[config.mk]
export PLATFORM = sky130hd
export DESIGN_NAME = pawn_move_writer_flat
export DESIGN_NICKNAME = d
export VERILOG_FILES = /design/src/rtl/pawn_move_writer_if.sv /design/src/rtl/pawn_move_writer.sv /design/src/flat_wrapper.sv
export SDC_FILE = /design/constraint.sdc
export NUM_CORES = 1
export LEC_CHECK = 0
export ABC_AREA = 1
export BUFFER_PORTS_ARGS = -buffer_cell sky130_fd_sc_hd__buf_2
export CAP_MARGIN = 20
export CORE_AREA = 2 2 168 170
export CTS_CLUSTER_SIZE = 30
export DETAILED_ROUTE_END_ITERATION = 8
export DIE_AREA = 0 0 170 172
export GPL_ROUTABILITY_DRIVEN = 0
export PLACE_DENSITY = 0.68
export SLEW_MARGIN = 10
export SYNTH_ARGS = -nofsm -noshare
export SYNTH_HDL_FRONTEND = slang
export SYNTH_SLANG_ARGS = --single-unit
export TNS_END_PERCENT = 30
[constraint.sdc]
create_clock -name clk -period 5.3 [get_ports clk]
set_input_delay 1.06 -clock clk [delete_from_list [all_inputs] [get_ports clk]]
set_output_delay 1.06 -clock clk [all_outputs]
set_load 0.02 [all_outputs]
[src/rtl/pawn_move_writer_if.sv]
// Request/checker/board bundle between a move requester and the pawn move writer.
// The requester side also supplies the pawn checker's allow vector.
interface pawn_move_writer_if #(parameter int CAP_W = 4);
  logic                   move_valid;
  logic                   move_ready;
  logic [2:0]             move_row;
  logic [2:0]             move_col;
  logic                   move_color;
  logic [1:0]             move_dir;
  logic [2:0]             chk_row;
  logic [2:0]             chk_col;
  logic                   chk_color;
  logic [2:0]             chk_allow;
  logic [2:0][7:0][7:0]   boardPos;
  logic                   done;
  logic                   accepted;
  logic                   captured;
  logic [CAP_W-1:0]       white_caps;
  logic [CAP_W-1:0]       black_caps;
  logic                   game_over;

  modport master (
    output move_valid, move_row, move_col, move_color, move_dir, chk_allow,
    input  move_ready, chk_row, chk_col, chk_color, boardPos, done, accepted,
           captured, white_caps, black_caps, game_over
  );

  modport slave (
    input  move_valid, move_row, move_col, move_color, move_dir, chk_allow,
    output move_ready, chk_row, chk_col, chk_color, boardPos, done, accepted,
           captured, white_caps, black_caps, game_over
  );
endinterface

[src/rtl/pawn_move_writer.sv]
// Owns the 8x8 board register and applies pawn moves: IDLE -> CHECK -> WRITE -> RESP.
// boardPos is indexed [bit][row][col]; bit0 occupied, bit1 black, bit2 king.
module pawn_move_writer #(
  parameter int CAP_W = 4
) (
  input logic              clk,
  input logic              reset,
  pawn_move_writer_if.slave bus
);
  typedef enum logic [1:0] {IDLE, CHECK, WRITE, RESP} state_e;
  typedef logic [2:0][7:0][7:0] board_t;

  state_e           state_q;
  board_t           board_q;
  logic             ready_q, done_q, accepted_q, captured_q, legal_q, game_over_q;
  logic [2:0]       row_q, col_q, dst_row_q, dst_col_q;
  logic             color_q;
  logic [1:0]       dir_q;
  logic [CAP_W-1:0] wcaps_q, bcaps_q;

  logic [3:0]       dst_row_d, dst_col_d;
  logic [2:0]       src_sq, dst_sq;
  logic             allow_d, legal_d;

  function automatic board_t reset_board();
    board_t b;
    b = '0;
    for (int c = 0; c < 8; c++) begin
      b[0][1][c] = 1'b1;
      b[1][1][c] = 1'b1;
      b[0][6][c] = 1'b1;
    end
    b[0][0][4] = 1'b1; b[1][0][4] = 1'b1; b[2][0][4] = 1'b1;
    b[0][7][4] = 1'b1; b[2][7][4] = 1'b1;
    return b;
  endfunction

  // Destination is formed at 4 bits so that stepping off either edge sets bit3.
  always_comb begin
    dst_row_d = color_q ? {1'b0, row_q} + 4'd1 : {1'b0, row_q} - 4'd1;
    dst_col_d = {1'b0, col_q};
    allow_d   = 1'b0;
    case (dir_q)
      2'b00: allow_d = bus.chk_allow[2];
      2'b01: begin allow_d = bus.chk_allow[1]; dst_col_d = {1'b0, col_q} - 4'd1; end
      2'b10: begin allow_d = bus.chk_allow[0]; dst_col_d = {1'b0, col_q} + 4'd1; end
      default: allow_d = 1'b0;
    endcase
    src_sq  = {board_q[2][row_q][col_q], board_q[1][row_q][col_q], board_q[0][row_q][col_q]};
    dst_sq  = {board_q[2][dst_row_q][dst_col_q], board_q[1][dst_row_q][dst_col_q],
               board_q[0][dst_row_q][dst_col_q]};
    legal_d = (dir_q != 2'b11) && allow_d && (src_sq == {1'b0, color_q, 1'b1}) &&
              !game_over_q && !dst_row_d[3] && !dst_col_d[3];
  end

  always_ff @(posedge clk) begin
    if (reset) begin
      state_q     <= IDLE;
      board_q     <= reset_board();
      ready_q     <= 1'b1;
      done_q      <= 1'b0;
      accepted_q  <= 1'b0;
      captured_q  <= 1'b0;
      legal_q     <= 1'b0;
      game_over_q <= 1'b0;
      row_q       <= '0;
      col_q       <= '0;
      color_q     <= 1'b0;
      dir_q       <= '0;
      dst_row_q   <= '0;
      dst_col_q   <= '0;
      wcaps_q     <= '0;
      bcaps_q     <= '0;
    end else begin
      unique case (state_q)
        IDLE: begin
          if (bus.move_valid && ready_q) begin
            row_q   <= bus.move_row;
            col_q   <= bus.move_col;
            color_q <= bus.move_color;
            dir_q   <= bus.move_dir;
            ready_q <= 1'b0;
            state_q <= CHECK;
          end
        end
        CHECK: begin
          legal_q   <= legal_d;
          dst_row_q <= dst_row_d[2:0];
          dst_col_q <= dst_col_d[2:0];
          state_q   <= WRITE;
        end
        WRITE: begin
          if (legal_q) begin
            for (int b = 0; b < 3; b++) board_q[b][row_q][col_q] <= 1'b0;
            board_q[0][dst_row_q][dst_col_q] <= 1'b1;
            board_q[1][dst_row_q][dst_col_q] <= color_q;
            board_q[2][dst_row_q][dst_col_q] <= 1'b0;
            captured_q <= dst_sq[0];
            if (dst_sq[0]) begin
              if (color_q) begin
                if (bcaps_q != '1) bcaps_q <= bcaps_q + CAP_W'(1);
              end else begin
                if (wcaps_q != '1) wcaps_q <= wcaps_q + CAP_W'(1);
              end
            end
            if (dst_sq[2]) game_over_q <= 1'b1;
          end else begin
            captured_q <= 1'b0;
          end
          done_q     <= 1'b1;
          accepted_q <= legal_q;
          state_q    <= RESP;
        end
        RESP: begin
          done_q     <= 1'b0;
          accepted_q <= 1'b0;
          captured_q <= 1'b0;
          ready_q    <= 1'b1;
          state_q    <= IDLE;
        end
      endcase
    end
  end

  assign bus.move_ready = ready_q;
  assign bus.chk_row    = row_q;
  assign bus.chk_col    = col_q;
  assign bus.chk_color  = color_q;
  assign bus.boardPos   = board_q;
  assign bus.done       = done_q;
  assign bus.accepted   = accepted_q;
  assign bus.captured   = captured_q;
  assign bus.white_caps = wcaps_q;
  assign bus.black_caps = bcaps_q;
  assign bus.game_over  = game_over_q;
endmodule

[src/flat_wrapper.sv]
// flat-port wrapper written by rule: the top's interface ports become plain ports
module pawn_move_writer_flat 
#(
  parameter int CAP_W = 4
)
  (clk, reset, bus_move_valid, bus_move_row, bus_move_col, bus_move_color, bus_move_dir, bus_chk_allow, bus_move_ready, bus_chk_row, bus_chk_col, bus_chk_color, bus_boardPos, bus_done, bus_accepted, bus_captured, bus_white_caps, bus_black_caps, bus_game_over);
  pawn_move_writer_if #(.CAP_W(CAP_W)) bus_i ();
  input logic clk;
  input logic reset;
  input wire logic [$bits(bus_i.move_valid)-1:0] bus_move_valid;
  input wire logic [$bits(bus_i.move_row)-1:0] bus_move_row;
  input wire logic [$bits(bus_i.move_col)-1:0] bus_move_col;
  input wire logic [$bits(bus_i.move_color)-1:0] bus_move_color;
  input wire logic [$bits(bus_i.move_dir)-1:0] bus_move_dir;
  input wire logic [$bits(bus_i.chk_allow)-1:0] bus_chk_allow;
  output wire logic [$bits(bus_i.move_ready)-1:0] bus_move_ready;
  output wire logic [$bits(bus_i.chk_row)-1:0] bus_chk_row;
  output wire logic [$bits(bus_i.chk_col)-1:0] bus_chk_col;
  output wire logic [$bits(bus_i.chk_color)-1:0] bus_chk_color;
  output wire logic [$bits(bus_i.boardPos)-1:0] bus_boardPos;
  output wire logic [$bits(bus_i.done)-1:0] bus_done;
  output wire logic [$bits(bus_i.accepted)-1:0] bus_accepted;
  output wire logic [$bits(bus_i.captured)-1:0] bus_captured;
  output wire logic [$bits(bus_i.white_caps)-1:0] bus_white_caps;
  output wire logic [$bits(bus_i.black_caps)-1:0] bus_black_caps;
  output wire logic [$bits(bus_i.game_over)-1:0] bus_game_over;
  assign bus_i.move_valid = bus_move_valid;
  assign bus_i.move_row = bus_move_row;
  assign bus_i.move_col = bus_move_col;
  assign bus_i.move_color = bus_move_color;
  assign bus_i.move_dir = bus_move_dir;
  assign bus_i.chk_allow = bus_chk_allow;
  assign bus_move_ready = bus_i.move_ready;
  assign bus_chk_row = bus_i.chk_row;
  assign bus_chk_col = bus_i.chk_col;
  assign bus_chk_color = bus_i.chk_color;
  assign bus_boardPos = bus_i.boardPos;
  assign bus_done = bus_i.done;
  assign bus_accepted = bus_i.accepted;
  assign bus_captured = bus_i.captured;
  assign bus_white_caps = bus_i.white_caps;
  assign bus_black_caps = bus_i.black_caps;
  assign bus_game_over = bus_i.game_over;
  pawn_move_writer #(.CAP_W(CAP_W)) u_core (.clk(clk), .reset(reset), .bus(bus_i));
endmodule
Word level (Yosys, flattened, before mapping)
Cells that the tools add are included.

Output and inout port bits: 212. Input bits: 15. Logic and storage cells: 134. Flip-flop bits (word level): 223.

Reduce and logical (&&, ||, !) cells: 23. Equal/unequal tests: 10. Mux-type cells: 40. Bitwise gates (word level): 8. $add $sub $neg: 6. $lt $le $gt $ge: 8.

Operators by type and width (count): $and 64x64->64 (4); $not 64->64 (2); $bmux 8 s3 (5); $bwmux 64 (1); $or 64x64->64 (1); $mux 8 (7); $demux 8 s3 (2); $lt 3x4->1 const B (4); $bmux 1 s3 (5); $ge 3x1->1 const B (4); $logic_and 1x1->1 (10); $reduce_and 5->1 (2); $mux 1 (9); $add 3x1->4 const B (2); $add 4x1->4 const B (2); $ne 4x4->1 const B (2); $pmux 1 s2 (4); $pmux 2 s4 (1); $pmux 4 s2 (1); $sub 3x1->4 const B (2); $demux 1 s3 (2); $eq 2x2->1 const B (3); $reduce_and 2->1 (3); $eq 2x1->1 const B (2); other kinds (11) (15).

Depth between registers and ports, before layout
Depth after elaboration: 9. Depth in mapped cells: 16.

Worst setup path before layout
No wires, ideal clock.

Path kind: register to register. Start: register u_core.color_q (netlist: u_core.bus.chk_color). End: register u_core.legal_q. Cell stages (with the launch flop): 13. Path slack: 3271 ps. Arrival time: 1959 ps. Cell sequence: dfxtp_1 clkbuf_1 inv_1 ha_1 a21oi_1 nand2_1 nand2_1 nand4_1 a21oi_1 nand3_1 nor2_1 nand2_1 a21oi_1.

Word-level cells in the longest chain between the ends: 5. Elaborated cells between the ends (all ways): 7.

Ends and longest elaborated chain: start: declaration (RTL line pawn_move_writer.sv:17) `logic color_q;`; start signal: assignment (RTL line pawn_move_writer.sv:80) `color_q <= bus.move_color;`; $eq 3x2->1 (RTL line pawn_move_writer.sv:52) `legal_d = (dir_q != 2'b11) && allow_d && (src_sq == {1'b0, color_q, 1'b1}) &&`; $logic_and 1x1->1 (2 in series) (RTL line pawn_move_writer.sv:52); $logic_and 1x1->1 (*) (2 in series) (RTL line pawn_move_writer.sv:53) `!game_over_q && !dst_row_d[3] && !dst_col_d[3];`; end signal: assignment (RTL line pawn_move_writer.sv:87) `legal_q <= legal_d;`; end: declaration (RTL line pawn_move_writer.sv:15) `logic ready_q, done_q, accepted_q, captured_q, legal_q, game_over_q;`.

Every way passes the cells marked *; elsewhere a longest branch is shown, timed or not. A chain may end at the register's enable or synchronous reset.

Final worst setup path
Start: register u_core.dst_row_q[1]. End: register u_core.game_over_q (netlist: u_core.bus.game_over).

Word-level cells in the longest chain between the ends: 5.

Ends and longest elaborated chain: start: declaration (RTL line pawn_move_writer.sv:16) `logic [2:0] row_q, col_q, dst_row_q, dst_col_q;`; start signal: assignment (RTL line pawn_move_writer.sv:88) `dst_row_q <= dst_row_d[2:0];`; $bmux 8 s3 (RTL line pawn_move_writer.sv:50) `dst_sq = {board_q[2][dst_row_q][dst_col_q], board_q[1][dst_row_q][dst_col_q],`; $mux 8 (not written as such) (RTL line pawn_move_writer.sv:50); $bmux 1 s3 (RTL line pawn_move_writer.sv:50); $mux 1 (not written as such) (RTL line pawn_move_writer.sv:50); $reduce_and 3->1 (no source line); end signal: assignment (RTL line pawn_move_writer.sv:65) `game_over_q <= 1'b0;`; end signal: assignment (RTL line pawn_move_writer.sv:106) `if (dst_sq[2]) game_over_q <= 1'b1;`; end: declaration (RTL line pawn_move_writer.sv:15).

No other way between the ends. The select of a mux whose other input is x is not followed.

==> results.toml <==
[run_status]
status = "complete, no violations"

[setup_path]
crit_path_end_kind = "flip-flop"
crit_family = "simple AND/OR/NAND/NOR gates"
critical_path.max_stage_delay_ps = 600
crit_type = "reg2reg"
rrSetupSlack_ps = 2230
cp_max_fo = 12
cp_common_cell = "nand2_1"
cpMaxStageDelayCell = "nand2_1"
arrival_ps = 3530
cp_cell_sequence = "nand2_1, inv_2, nand2_1, o22ai_1, nor2_1, nand2_1, nand2_1, nand2_1, nor2_1, nand2_1, nand2_1, a21oi_1"
worstSetupStartpointType = "flip-flop"
worstPathRequired_ps = 5750
crit_buf_inv = 1

[logic_synthesis]
synth_top_family_by_area = "simple AND/OR/NAND/NOR gates"
yosys.area_share.simple_pct = 34.5
synth_compound_area_share_pct = 15.7
synth_mux_area_share_pct = 0
ys_types = 40
synth-seq-area-share_pct = 36.6
synth_adder_area_share_pct = 1.76
async_reset_ff_share_pct = 0
synth-edff-count = 0
synth_nets = 1934
yosysTopAreaCell = "dfxtp_1"
synth-main-ff-cell = "dfxtp_1"
netlist_instances = 1903
ys_ff_latch = 223
synth.most_common_cell = "nand2_1"
yosys_warnings = 0
yosys.area.top_type_share_pct = 36.6
synth_area_um2 = 12200
synth-xor-area-share_pct = 0.575
synthTopCellsByCount = "nand2_1 (633), dfxtp_1 (223), inv_1 (208)"
avgSynthCellArea_um2 = 6.41
synthTopCellsByArea = "dfxtp_1 (37%), nand2_1 (19%), inv_1 (6.4%)"

[route]
drtIter0Drc = 1827
firstDrtPassIters = 7
drt-vias-per-instance = 5.77
drc = 0
via_count = 14100
wl_um = 49900
wl_per_cell_um = 20.4
ant_nets = 0

[die]
die_area_um2 = 29200
core_area_um2 = 27500
io_pins = 227
fp.dieH_um = 172
start_util_pct = 44.4
die_x_um = 170
rows = 61

[timing]
fin_skew_ps = 11.1
setup-tns-final_ps = 0
tightest_slew_ps = 1170
period_share_pct = 58.0
rsz0062_at_grt = "false"
relSlewSlack_pct = 21.5
drv_slew = 0
clock.fmax_ghz = 0.325
finalSetupViolCount = 0
period_minus_slack_ps = 3070
finalHoldViolCount = 0

[hold_path]
min-delay-path-class = "reg2reg"

[grt]
grt_most_used_layer = "met2"
antenna_found_initial = 1
overflow = 0
grt_pass1_vias = 12700
grtUsageMet1_pct = 44.2
grt_pass1_wl_um = 73900
use_met3_pct = 6.29
use_met2_pct = 50.6
grt_max_degree = 89
track_usage_pct = 33.0

[layout]
drive_gt1_share_pct = 15.8
utilization_pct = 51.8
fillers = 2812
nets = 2111
diodes = 0
seqCellArea_um2 = 4470
multiInputGateArea_um2 = 6420
stdcell_area_um2 = 14200
syn_to_final_growth_pct = 16.7

[cts]
tritoncts = "yes"
path_clk_slew_ps = 60
clk_root_buffer_cell = "clkbuf_16"
ctsHoldBuffers = 0
cts_sinks = 223
post_cts_buffers = 0
cts_buffers = 25
cts_max_level = 1
clk_path_buf_depth = 3
clk_latency_ps = 530
post_cts_resized = 0

[place]
numPortBuffers = 226
hpwlAfterDp_um = 35200
dpl_cell_area_um2 = 13400

[job]
cap_violations = 0

[pwr]
powerDensity_nw_per_um2 = 392
finalPower_uw = 5580
p_leak_uw = 0.00652
ir_drop_v = 0.000239
==> path summary, 6_finish.rpt <==
kind                                            end                             start  cells past startpoint
setup / recovery  u_core.bus.game_over$_SDFFE_PP0P_  u_core.dst_row_q[1]$_SDFFE_PP0N_                     12
hold / removal     u_core.bus.captured$_SDFFE_PP0P_  u_core.bus.captured$_SDFFE_PP0P_                      2
setup reg to reg  u_core.bus.game_over$_SDFFE_PP0P_  u_core.dst_row_q[1]$_SDFFE_PP0N_                     12
hold reg to reg    u_core.bus.captured$_SDFFE_PP0P_  u_core.bus.captured$_SDFFE_PP0P_                      2
==> flip-flops by register name (all words and copies together), names as in the netlist <==
name,count
u_core.bus.chk_row,3
u_core.dst_col_q,3
u_core.dst_row_q,3
u_core.bus.game_over,1
u_core.bus.accepted,1
u_core.bus.move_ready,1
u_core.legal_q,1
u_core.bus.chk_color,1
u_core.bus.done,1
u_core.dir_q,2
u_core.bus.white_caps,4
u_core.bus.captured,1
u_core.bus.black_caps,4
u_core.bus.chk_col,3
u_core.bus.boardPos,192
u_core.state_q,2
==> layer usage <==
metal / routed length, µm / part of all wire (%)
met1: 19900 / 40
met4: 2730 / 5.5
met2: 21400 / 43
met5: 13 / 0.026
met3: 5920 / 12
==> kinds of logic (layout without fill, tap and decap cells) <==
family	count (synthesis)	count (layout)
and+or+nand+nor	1013	1013
AOI/OAI and AO/OA	329	329
buffers and inverters	314	507
DFF	223	223
adders and majority gates	16	16
xor gates and xnor gates	8	8
==> cells in the final DEF (no fill, tap or decap), drive strengths merged, types with 12 or more instances in the layout <==
cell | synthesis | final
nand2 | 641 | 641
buf | 61 | 241
dfxtp | 223 | 223
inv | 221 | 221
nor2 | 163 | 163
a21oi | 128 | 128
nand3 | 113 | 113
o21ai | 94 | 94
nor3 | 62 | 62
o211ai | 44 | 44
clkbuf | 30 | 35
o22ai | 26 | 26
or2 | 19 | 19
a221oi | 18 | 18
ha | 14 | 14
nand4 | 12 | 12
==> tightest hold or removal path: stages (launching register included) <==
cell	delay, ps
dfxtp_1	300
nand2_1	60
a21oi_1	50
==> through the flow <==
| step | hold slack, ps | setup slack [ps] | std cells |
|---|---|---|---|
| detailed placement | 461 | 2260 | 2399 |
| global placement | 456 | 2290 | 2399 |
| finish | 462 | 2230 | 2442 |
| CTS | 469 | 2450 | 2442 |
| global route | 483 | 2200 | 2442 |
| floorplan | 446 | 3270 | 1903 |
==> area by class of cell <==
type | count | share of cell area (%)
Clock inverter | 8 | 1.00
Timing Repair Buffer | 241 | 8.76
Inverter | 223 | 5.88
Clock buffer | 35 | 4.80
Tap cell | 346 | 3.04
Multi-Input combinational cell | 1366 | 45.1
Sequential cell | 223 | 31.4
==> power breakdown <==
group / total, µW / leakage [µW] / switching (µW) / internal [µW]
Clock: 1820 / 0.000400 / 729 / 1090
Combinational: 1860 / 0.00431 / 1410 / 452
Sequential: 1900 / 0.00180 / 169 / 1730
Total: 5580 / 0.00652 / 2310 / 3270
No activity file was read; power rests on OpenSTA's default activity.
